==> config.mk <==
export PLATFORM = sky130hd
export DESIGN_NAME = pattern_sequencer
export DESIGN_NICKNAME = d
export VERILOG_FILES = /design/src/rtl/pattern_sequencer_pkg.sv /design/src/rtl/pattern_channel.sv /design/src/rtl/pattern_sequencer.sv
export SDC_FILE = /design/constraint.sdc
export NUM_CORES = 1
export LEC_CHECK = 0
export ABC_AREA = 1
export ABC_CLOCK_PERIOD_IN_PS = 2500
export BUFFER_PORTS_ARGS = -buffer_cell sky130_fd_sc_hd__buf_4
export CAP_MARGIN = 0
export CORE_MARGIN = 2
export CORE_UTILIZATION = 30
export CTS_BUF_LIST = sky130_fd_sc_hd__clkbuf_8
export CTS_CLUSTER_SIZE = 8
export DETAILED_ROUTE_END_ITERATION = 7
export GPL_TIMING_DRIVEN = 0
export PLACE_DENSITY = 0.41
export SLEW_MARGIN = 30
export SYNTH_ARGS = -nofsm -noshare
export SYNTH_HDL_FRONTEND = slang
export SYNTH_SLANG_ARGS = --single-unit
==> constraint.sdc <==
create_clock -name CLK -period 2.5 [get_ports CLK]
set_input_delay 0.5 -clock CLK [delete_from_list [all_inputs] [get_ports CLK]]
set_output_delay 0.5 -clock CLK [all_outputs]
set_load 0.05 [all_outputs]
==> src/rtl/pattern_sequencer_pkg.sv <==
// Shared types and width helpers for the pattern sequencer.
package pattern_sequencer_pkg;

    typedef enum logic {
        IDLE = 1'b0,
        RUN  = 1'b1
    } chan_state_t;

    // Bits needed to index n items (ceil(log2(n))), never less than 1 so
    // that single-channel or single-step builds still get a real bus.
    function automatic int width_of(input int n);
        int w;
        w = 0;
        for (int i = 0; i < 31; i++) begin
            if ((1 << i) < n) begin
                w = i + 1;
            end
        end
        return (w < 1) ? 1 : w;
    endfunction

endpackage

==> src/rtl/pattern_channel.sv <==
// One sequencer channel: shadow/active pattern registers, step index and
// the IDLE/RUN controller. Steps only on the shared prescaler tick.
//
//   state | meaning
//   ------+-----------------------------------------------------------
//   IDLE  | output parked at the polarity level, waiting for a pending load
//   RUN   | shifting out active_pattern[idx], one bit per tick
module pattern_channel
    import pattern_sequencer_pkg::*;
#(
    parameter int   PAT_LEN = 32,
    parameter int   LEN_W   = 5,
    parameter logic POL     = 1'b0
) (
    input  logic               clk,
    input  logic               rst,
    input  logic               tick,
    input  logic               wr,
    input  logic [PAT_LEN-1:0] wr_pattern,
    input  logic [LEN_W-1:0]   wr_len,
    input  logic               wr_oneshot,
    input  logic               stop,
    output logic               pending,
    output logic               out,
    output logic               busy,
    output logic               done
);

    localparam logic [LEN_W-1:0] LEN_MAX = LEN_W'(PAT_LEN - 1);

    chan_state_t        state;
    logic [LEN_W-1:0]   idx;
    logic [PAT_LEN-1:0] act_pattern;
    logic [LEN_W-1:0]   act_len;
    logic               act_oneshot;
    logic [PAT_LEN-1:0] shd_pattern;
    logic [LEN_W-1:0]   shd_len;
    logic               shd_oneshot;
    logic [LEN_W-1:0]   len_clamped;

    // A length field can only exceed the pattern when PAT_LEN is not a power of two.
    if ((1 << LEN_W) == PAT_LEN) begin : g_no_clamp
        assign len_clamped = wr_len;
    end else begin : g_clamp
        assign len_clamped = (wr_len > LEN_MAX) ? LEN_MAX : wr_len;
    end

    // Channel controller; the shadow write is last so a load in the same
    // cycle as stop survives the stop and restarts the channel.
    always_ff @(posedge clk) begin
        if (rst) begin
            state       <= IDLE;
            idx         <= '0;
            pending     <= 1'b0;
            done        <= 1'b0;
            act_pattern <= '0;
            act_len     <= '0;
            act_oneshot <= 1'b0;
            shd_pattern <= '0;
            shd_len     <= '0;
            shd_oneshot <= 1'b0;
        end else begin
            done <= 1'b0;
            if (stop) begin
                state   <= IDLE;
                idx     <= '0;
                pending <= 1'b0;
            end else begin
                case (state)
                    IDLE: begin
                        if (pending) begin
                            act_pattern <= shd_pattern;
                            act_len     <= shd_len;
                            act_oneshot <= shd_oneshot;
                            pending     <= 1'b0;
                            idx         <= '0;
                            state       <= RUN;
                        end
                    end
                    RUN: begin
                        if (tick) begin
                            if (idx != act_len) begin
                                idx <= idx + 1'b1;
                            end else if (pending) begin
                                act_pattern <= shd_pattern;
                                act_len     <= shd_len;
                                act_oneshot <= shd_oneshot;
                                pending     <= 1'b0;
                                idx         <= '0;
                            end else if (!act_oneshot) begin
                                idx <= '0;
                            end else begin
                                idx   <= '0;
                                state <= IDLE;
                                done  <= 1'b1;
                            end
                        end
                    end
                    default: state <= IDLE;
                endcase
            end
            if (wr) begin
                shd_pattern <= wr_pattern;
                shd_len     <= len_clamped;
                shd_oneshot <= wr_oneshot;
                pending     <= 1'b1;
            end
        end
    end

    assign busy = (state == RUN);
    assign out  = ((state == RUN) ? act_pattern[idx] : 1'b0) ^ POL;

endmodule

==> src/rtl/pattern_sequencer.sv <==
// Multi-channel pattern sequencer: shared prescaler, load demux and
// ready mux around CHANNELS independent pattern_channel instances.
module pattern_sequencer
    import pattern_sequencer_pkg::*;
#(
    parameter int                  CHANNELS = 2,
    parameter int                  PAT_LEN  = 32,
    parameter int                  PRESCALE = 2097152,
    parameter logic [CHANNELS-1:0] POLARITY = '0,
    localparam int                 LEN_W    = width_of(PAT_LEN),
    localparam int                 SEL_W    = width_of(CHANNELS)
) (
    input  logic                CLK,
    input  logic                RST,
    input  logic                load_valid,
    output logic                load_ready,
    input  logic [SEL_W-1:0]    load_chan,
    input  logic [PAT_LEN-1:0]  load_pattern,
    input  logic [LEN_W-1:0]    load_len,
    input  logic                load_oneshot,
    input  logic [CHANNELS-1:0] stop,
    output logic [CHANNELS-1:0] out,
    output logic [CHANNELS-1:0] busy,
    output logic [CHANNELS-1:0] done
);

    localparam int CNT_W = width_of(PRESCALE);
    localparam int NSEL  = 1 << SEL_W;

    logic [CNT_W-1:0]    count;
    logic                tick;
    logic                xfer;
    logic [CHANNELS-1:0] pending;
    logic [NSEL-1:0]     pend_ext;

    assign tick = (count == CNT_W'(PRESCALE - 1));

    // Free-running step prescaler shared by every channel.
    always_ff @(posedge CLK) begin
        if (RST) begin
            count <= '0;
        end else if (tick) begin
            count <= '0;
        end else begin
            count <= count + 1'b1;
        end
    end

    // Unpopulated channel selects read as permanently busy, so a load to a
    // channel that does not exist is never accepted.
    always_comb begin
        pend_ext                 = '1;
        pend_ext[CHANNELS-1:0]   = pending;
    end

    assign load_ready = ~pend_ext[load_chan];
    assign xfer       = load_valid && load_ready;

    for (genvar c = 0; c < CHANNELS; c++) begin : g_chan
        pattern_channel #(
            .PAT_LEN (PAT_LEN),
            .LEN_W   (LEN_W),
            .POL     (POLARITY[c])
        ) u_chan (
            .clk        (CLK),
            .rst        (RST),
            .tick       (tick),
            .wr         (xfer && (load_chan == SEL_W'(c))),
            .wr_pattern (load_pattern),
            .wr_len     (load_len),
            .wr_oneshot (load_oneshot),
            .stop       (stop[c]),
            .pending    (pending[c]),
            .out        (out[c]),
            .busy       (busy[c]),
            .done       (done[c])
        );
    end

endmodule

## After elaboration in Yosys (flattened, before gate mapping)

Index checks and enable logic that the tools add are counted.

| word-level totals | value |
|---|---|
| register bits after elaboration | 189 |
| bits of input ports | 44 |
| output and inout port bits | 7 |
| logic and storage cells | 125 |

| cells by class | value |
|---|---|
| add/subtract/negate cells | 3 |
| order comparisons | 3 |
| eq/ne operators | 13 |
| muxes and demuxes | 64 |
| bitwise operators | 7 |
| reductions and logical operators | 14 |

Operators by type and width:

| cell | number |
|---|---|
| $mux W32 | 6 |
| $pmux W32 S2 | 2 |
| $mux W5 | 12 |
| $pmux W5 S2 | 4 |
| $mux W1 | 32 |
| $add A21 B1 Y21 const B | 1 |
| $eq A21 B21 Y1 const B | 1 |
| $lt A5 B6 Y1 const B | 2 |
| $ne A4 B3 Y1 const B | 3 |
| $pmux W1 S2 | 6 |
| $reduce_or A6 Y1 | 2 |
| $add A5 B1 Y5 const B | 2 |
| $bmux W1 S5 | 2 |
| $ne A5 B5 Y1 | 2 |
| $reduce_and A2 Y1 | 4 |
| $not A1 Y1 | 7 |
| $ne A2 B1 Y1 const B | 3 |
| $ne A2 B2 Y1 const B | 3 |
| $reduce_and A3 Y1 | 2 |
| $reduce_or A2 Y1 | 3 |
| $ne A4 B2 Y1 const B | 1 |
| $logic_and A1 B1 Y1 | 3 |
| $lt A1 B2 Y1 const B | 1 |

## Longest topological paths before layout

Gate-level depths: netlist of run 1.

| depth | value |
|---|---|
| depth in word-level cells | 7 |
| depth in mapped cells | 13 |
| depth with buffers taken out | 10 |

## Modules after synthesis

Synthesis of run 1 repeated with hierarchy kept, for this count alone.

| second synthesis, totals | value |
|---|---|
| cell total of the unflattened synthesis | 1,218 |
| area total of the unflattened synthesis | 8,664.6 um2 |

By module, submodules not included:

| module | times used | cells each | area each (um2) | seq. area each (um2) |
|---|---|---|---|---|
| pattern_channel | 2 | 530 | 3,737.3 | 1,681.6 |
| pattern_sequencer | 1 | 158 | 1,189.9 | 420.4 |

## Least setup slack after synthesis of run 1

Ideal clock, no wire load.

| timing path | value |
|---|---|
| kind | input to register |
| from | in load_chan |
| to | reg g_chan[0].u_chan.pending |
| library setup time | 0.070 ns |
| arrival | 2.412 ns |
| slack | 0.018 ns |
| stages | 7 |
| cells stage by stage | o21ai_0 -> nand2_1 -> nor2_1 -> inv_1 -> buf_2 -> clkbuf_1 -> a21oi_1 |

| on the way | value |
|---|---|
| word-level cells in the longest chain between the ends | 7 |
| elaborated cells on any way between the ends | 10 |
| those cells by class | eq/ne (2); mux (3); bitwise (2); reduce/logical (3) |

RTL lines:

| element | RTL line | source |
|---|---|---|
| from (decl) | pattern_sequencer.sv:17 | `input logic [SEL_W-1:0] load_chan,` |
| $mux W1 (implied by the code) (2 in a row) | pattern_sequencer.sv:56 | `assign load_ready = ~pend_ext[load_chan];` |
| $not A1 Y1 | pattern_sequencer.sv:56 |  |
| $logic_and A1 B1 Y1 | pattern_sequencer.sv:57 | `assign xfer = load_valid && load_ready;` |
| $logic_and A1 B1 Y1 * | pattern_sequencer.sv:68 | `.wr (xfer && (load_chan == SEL_W'(c))),` |
| $ne A4 B2 Y1 (no line) or $ne A4 B3 Y1 (tied branches) | n/a |  |
| $reduce_and A2 Y1 (no line) | n/a |  |
| to (signal assigned) | pattern_channel.sv:75 | `pending <= 1'b0;` |
| to (signal assigned) | pattern_channel.sv:88 | `pending <= 1'b0;` |
| to (signal assigned) | pattern_channel.sv:106 | `pending <= 1'b1;` |
| to (decl) | pattern_channel.sv:23 | `output logic pending,` |

Every way passes the cells marked *; elsewhere a longest branch is shown, timed or not. The select of a mux whose other input is x is not followed.
A chain may end at the register's enable or synchronous reset.

## Final worst setup path of run 1

| timing path | value |
|---|---|
| from | reg g_chan[1].u_chan.idx[1] |
| to | out out[1] |

| on the way | value |
|---|---|
| word-level cells in the longest chain between the ends | 3 |

RTL lines:

| element | RTL line | source |
|---|---|---|
| from (decl) | pattern_channel.sv:32 | `logic [LEN_W-1:0] idx;` |
| from (signal assigned) | pattern_channel.sv:83 | `idx <= idx + 1'b1;` |
| $bmux W1 S5 | pattern_channel.sv:112 | `assign out = ((state == RUN) ? act_pattern[idx] : 1'b0) ^ POL;` |
| $mux W1 (implied by the code) | pattern_channel.sv:112 |  |
| $mux W1 | pattern_channel.sv:112 |  |
| to (decl) | pattern_sequencer.sv:22 | `output logic [CHANNELS-1:0] out,` |

No other way between the ends. The select of a mux whose other input is x is not followed.

==> impl_results.md, run 1 <==
* Status: completed
* Post-DP HPWL at 19.9 mm
* Largest net degree at the start of global routing at 17
* Most used cell, CP: nand2_1
* Worst path cell trace: buf_6 -> clkinvlp_4 -> a21oi_2 -> o21ai_1 -> nand3_1 -> nand2_2 -> nand2_1 -> nand3_2 -> nand2_1 -> nor2_2 -> buf_8
* Setup TNS Final at 0 ns
* Maximum capacitance violations at 0
* Row Count at 62
* Clock sinks at 189
* Htree depth at 4
* Final Hold Fails at 0
* CP Capture Type: primary output
* Syn_area_per_cell at 6.67 sq um
* #FFs+latches synth at 189
* # setup viols final at 0
* Fin crit period at 2.46 ns
* Family with the most delay on the worst path: buffers and inverters
* Final WL at 25.9 mm
* First-pass GRT wire length at 41.2 mm
* CTS Buffer Depth at 2
* Share of cells above drive strength 1 at 14.0%
* Slew HR at 56.9%
* CORE AREA at 28900 sq um
* Routed Antenna Nets at 0
* Worst Reg-to-Reg Cells at 7
* Port Buf Inserts at 50
* DIE AREA at 31000 sq um
* CP Max Fanout at 6
* Critical path launch point type: flop
* Layout area overhead at 17.4%
* Seq/Total Area, Yosys at 42.6%
* I/O pins at 51
* Drt first pass iters at 4
* Syn Nets at 1377
* Clk_lat worst skew at 0.48 ns
* Min-Delay Path Class: input port to flop
* Slowest cell on crit path: dfxtp_2
* Via/cell ratio at 4.27
* Nets at 1457
* Max-slew violations at 0
* Gate Count Post-Synth at 1330
* PD cells at 578 nW/um^2
* Clk_skew at 0.0190 ns
* RSZ-0062 raised after global routing: true
* Total CTS buffers at 17
* CTS tree: yes
* Post-synth cell types at 30
* Total gr overflow at 0
* Post-synth EDFFs at 0
* Critical Path AT at 1.96 ns
* Asr flop ratio synth at 0%
* Width of the die at 176 um
* Yosys warns at 0
* Path length in cells of the critical path at 11
* DR vias at 7710
* DR WL/cell at 14.3 um
* Root Driver: clkbuf_8
* Vias in the first global route at 7556
* Post-synth top flop: dfxtp_1
* Fillers at 3234
* Worst path max stage delay at 0.35 ns
* Chip height at 176 um
* Initial antenna violation count at 0
* DR iter-0 viols at 334
* P_leak at 0.00451 uW
* Hold path cells at 2
* Fmax at 406 MHz
* Worst path bufs/invs at 3
* All-Layer GR Usage at 17.3%
* Mapped cell area at 8870 sq um
* Final core utilization at 36.0%
* Worst-path clk slew at 0.10 ns
* Worst-margin pin slew at 0.646 ns
* Critical path class: flop to primary output
* Residual DRC at 0
* Initial Util at 30.7%
* N_diodes at 0
* Routability Congestion at 0.813
* Tcrit/Tclk final at 98.5%
* CP Data Required Time at 2.00 ns
* Peak VDD IR at 325 uV
## timing repair
item / in CTS / in global routing
hold buffers: 0 / 0
pin swaps: 9 / 8
resized for setup: 48 / 15
buffers inserted: 10 / 2
setup endpoints to repair: 2 / 5
cloned: 1 / 1
## layout by cell type, fill, tap and decap left out, types with 33 or more instances in the layout
| master | count |
|---|---|
| buf_4 | 70 |
| nor2_1 | 127 |
| nand2_1 | 266 |
| nand4_1 | 78 |
| inv_1 | 238 |
| nand3_1 | 38 |
| o21ai_0 | 102 |
| dfxtp_1 | 186 |
| a21oi_1 | 105 |
| inv_2 | 33 |
## cell usage after synthesis (2+ instances only)
master    instances  area (sq um)
and2_1            2          12.5
o21ai_0         114           571
nor2_1          131           492
ha_1              3          37.5
nand2_1         268          1010
or2_2             2          12.5
nand4_1          78           488
nor3_1            5          25.0
inv_1           237           890
buf_1            10          37.5
nand2_2           4          25.0
inv_2            33           124
nand3_2           2          20.0
nand3_1          43           215
clkbuf_1         36           135
xnor2_1           3          26.3
nor3b_1           2          15.0
xor2_1           12           105
o21ai_1           2          10.0
buf_4            12          90.1
buf_2            21           105
a21oi_1         110           551
nor2_2            2          12.5
buf_6             4          45.0
dfxtp_1         189          3780
## registers in the layout, indices dropped and copies added (netlist names)
name,cells
g_chan.u_chan.act_pattern,64
g_chan.u_chan.busy,2
g_chan.u_chan.shd_len,10
g_chan.u_chan.pending,2
count,21
g_chan.u_chan.shd_pattern,64
g_chan.u_chan.act_len,10
g_chan.u_chan.idx,10
g_chan.u_chan.done,2
g_chan.u_chan.shd_oneshot,2
g_chan.u_chan.act_oneshot,2
## logic make-up (layout without fill, tap and decap cells)
logic type / count (synthesis) / after routing / share of synthesized area [%]
and+or+nand+nor: 541 / 541 / 26.4
buffers and inverters: 354 / 446 / 16.1
AOI/OAI and AO/OA: 228 / 228 / 12.9
DFF: 189 / 189 / 42.6
xor gates and xnor gates: 15 / 15 / 1.48
adders and majority gates: 3 / 3 / 0.423
## path summary, 6_finish.rpt
| kind | from | slack, ns | to |
|---|---|---|---|
| setup / recovery | g_chan[1].u_chan.idx[1] | 0.04 | out[1] |
| hold / removal | RST | 0.27 | g_chan[0].u_chan.pending |
| setup reg to reg | count[0] | 0.33 | count[19] |
| hold reg to reg | count[0] | 0.46 | count[0] |
## per-stage QoR
step / cells / hold WS [ns] / area, sq um / worst slack (ns) / total power, uW
after global placement: 1764 / 0.433 / 9730 / -0.126 / 3910
after global routing: 1806 / 0.227 / 10400 / -0.130 / 6340
after floorplan: 1330 / 0.418 / 8870 / 0.0181 / 3670
final: 1806 / 0.269 / 10400 / 0.0367 / 6020
after detailed placement: 1764 / 0.440 / 9730 / -0.124 / 3910
after CTS: 1804 / 0.218 / 10400 / -0.0722 / 6120
## routing by layer
metal	wire length, um	track usage, %	vias to the layer above
met4	330	4.61	0
met2	12700	30.2	76
met5	0	0	-
met1	12000	21.5	3350
li1	-	-	4269
met3	777	3.70	15
## power by group
part           switching [uW]  internal [uW]
registers                45.3           3140
logic                     431            240
clock network            1140           1030
total                    1610           4410
## final cells by class
| cell class | count | area [sq um] | share of cell area [%] |
|---|---|---|---|
| flip-flops and latches | 189 | 3790 | 36.4 |
| clock buffers | 19 | 262 | 2.51 |
| clock inverters | 12 | 148 | 1.42 |
| repair inverters | 1 | 7.51 | 0.0721 |
| inverters | 271 | 1030 | 9.88 |
| repair buffers | 63 | 492 | 4.72 |
| plain buffers | 80 | 479 | 4.60 |
| multi-input cells | 787 | 3730 | 35.8 |
| well taps | 384 | 480 | 4.61 |
Note: power is estimated with default switching activity, not from simulation.
==> inputs of run 2 (changes only) <==
ABC_AREA = default   (was 1)
==> impl_results.md, run 2 <==
* DR WL/cell at 16.4 um
* CP Capture Type: primary output
* Worst path cell trace: buf_12 -> mux4_2 -> mux4_2 -> nand3b_1 -> nand2_2 -> buf_8
* RSZ-0062 raised after global routing: true
* # setup viols final at 22
* Final core utilization at 35.2%
* Failing checks: setup timing
* Tcrit/Tclk final at 114%
* Peak VDD IR at 334 uV
* Nets at 1046
* Chip height at 171 um
* Post-DP HPWL at 17.2 mm
* Min-Delay Path Class: input port to flop
* Vias in the first global route at 6402
* Final WL at 22.8 mm
* PD cells at 570 nW/um^2
* Dominant cells by area after synthesis: dfxtp_1 (45%), nand2b_1 (11%), mux2i_1 (9.8%)
* Port Buf Inserts at 50
* Layout area overhead at 16.1%
* Initial Util at 30.3%
* Asr flop ratio synth at 0%
* Slew HR at 49.4%
* Row Count at 61
* Syn_area_per_cell at 9.06 sq um
* Largest family of logic cells by synthesized area: simple AND/OR/NAND/NOR gates
* Yosys warns at 0
* Fmax at 352 MHz
* Residual DRC at 0
* Synth Area in Compound Gates at 7.05%
* Fillers at 2946
* Worst-margin pin slew at 0.758 ns
* All-Layer GR Usage at 16.3%
* Share of the synthesized area in the top cell type at 45.1%
* Critical path launch point type: flop
* Drt first pass iters at 5
* Top-count cell post-synth: dfxtp_1
* DR iter-0 viols at 326
* Syn Nets at 974
* CP Max Fanout at 6
* Cell taking the most area after synthesis: dfxtp_1
* CTS tree: yes
* Worst setup path startpoint: g_chan[1].u_chan.idx[0]
* Simple-gate share of the synthesized area at 25.1%
* Width of the die at 171 um
* Post-synth cell types at 44
* CORE AREA at 27700 sq um
* Clk_skew at 0.0191 ns
* Clk_lat worst skew at 0.47 ns
* CTS Buffer Depth at 2
* Commonest non-fill, non-tap cell in the layout: dfxtp_1
* Clock sinks at 189
* #FFs+latches synth at 189
* N_diodes at 0
* Post-synth EDFFs at 0
* DIE AREA at 29300 sq um
* Routability Congestion at 0.746
* Critical Path AT at 2.34 ns
* Total CTS buffers at 17
* Root Driver: clkbuf_8
* Max-slew violations at 0
* Status: finished, violations left
* Gate Count Post-Synth at 927
* Post-Synth XOR/XNOR Area at 2.92%
* Initial antenna violation count at 0
* Fin crit period at 2.84 ns
* Min-delay src: load_pattern[0]
* Mapped cell area at 8400 sq um
* First-pass GRT wire length at 35.9 mm
* Maximum capacitance violations at 0
* Worst-path clk slew at 0.11 ns
* P_leak at 0.00325 uW
* Seq/Total Area, Yosys at 45.1%
* Share of cells above drive strength 1 at 14.2%
* Post-route setup slack at -0.342 ns
* Tightest hold margin at 0.285 ns
* Htree depth at 4
* I/O pins at 51
* DR vias at 6356
* Worst path bufs/invs at 2
* Pre-CTS setup slack at -0.385 ns
* Most used cell, CP: mux4_2
* Family with the most delay on the worst path: multiplexers
* CP Data Required Time at 2.00 ns
* Final Hold Fails at 0
* Biggest regs: g_chan.u_chan.act_pattern (64), g_chan.u_chan.shd_pattern (64), count (21)
* Reg2reg start: count[1]
* Routed Antenna Nets at 0
* Adder-cell share of the synthesized area at 0.447%
* Synth cell count leaders: dfxtp_1 (189), nand2_1 (175), nand2b_1 (153)
* Critical path class: flop to primary output
* Most frequent cells in the layout: dfxtp_1 (186), nand2_1 (174), nand2b_1 (152)
* Via/cell ratio at 4.57
* Largest net degree at the start of global routing at 18
* Post-synth top flop: dfxtp_1
* Slowest cell on crit path: mux4_2
* Worst path max stage delay at 0.53 ns
* Total gr overflow at 0
* Mux cell area share after synthesis at 14.7%
[run 2: cell count changes in the layout (fill, tap and decap cells not counted), sizes merged, moves of 33 or more]
cell    before  now
o21ai      116    9
nand2      272  175
nor2       133   30
inv        272   17
nand2b       0  153
buf        108   75
mux2i        0   82
nand4       78    8
[run 2: final cells by class]
class / count / area, sq um / area share [%]
buffer: 66 / 379 / 3.89
clock buffer: 17 / 234 / 2.40
clock inverter: 15 / 138 / 1.41
inverter: 10 / 37.5 / 0.385
multi-input combinational: 658 / 4250 / 43.6
sequential: 189 / 3790 / 38.9
tap: 378 / 473 / 4.85
timing repair buffer: 57 / 443 / 4.54
[run 2: path summary, 6_finish.rpt]
| path | end | slack [ns] | cells after the start |
|---|---|---|---|
| worst max-delay path | out[1] | -0.34 | 6 |
| worst min-delay path | g_chan[0].u_chan.shd_pattern[0] | 0.29 | 3 |
| worst max register to register | g_chan[1].u_chan.act_pattern[27] | -0.08 | 9 |
| worst min register to register | count[0] | 0.44 | 1 |
[run 2: through the flow]
stage | cells | TNS, ns | total power, uW | instance area (sq um)
after floorplan | 927 | 0 | 3430 | 8400
after global placement | 1355 | -4.75 | 3620 | 9250
after detailed placement | 1355 | -3.52 | 3620 | 9250
after CTS | 1392 | -3.98 | 5660 | 9720
after global routing | 1390 | -6.42 | 5830 | 9750
final | 1390 | -1.67 | 5560 | 9750
[run 2: logic make-up after synthesis]
group	Yosys count
simple gates	417
flops	189
compound gates	109
mux	101
buf+inv	80
xor+xnor	28
fa+ha+maj	3
[run 2: tightest hold or removal path, delay by kind of cell]
| kind | cells | cell delay, ns |
|---|---|---|
| AO/OA/AOI/OAI | 1 | 0.05 |
| AND/OR/NAND/NOR | 1 | 0.05 |
| buffers and inverters | 1 | 0.13 |
[run 2: power breakdown]
part / internal (uW) / switching (uW) / leakage, uW
combinational: 175 / 249 / 0.00153
sequential: 3080 / 44.1 / 0.00153
clock: 807 / 1210 / 0.000188
total: 4060 / 1500 / 0.00325
[run 2: what timing repair did]
| action | 4_1_cts | 5_1_grt |
|---|---|---|
| setup endpoints to repair | 64 | 89 |
| resized for setup | 21 | 15 |
| cloned | 0 | 0 |
| hold buffers | 0 | 0 |
| setup buffers | 7 | 0 |
| pin swaps | 1 | 1 |
[run 2: metal layers]
| metal | share of wire (%) | wire length (um) | global-route usage [%] |
|---|---|---|---|
| met3 | 4.0 | 921 | 3.18 |
| met2 | 44 | 10000 | 25.0 |
| met1 | 51 | 11700 | 23.3 |
| met5 | 0 | 0 | 0 |
| met4 | 0.78 | 179 | 4.42 |
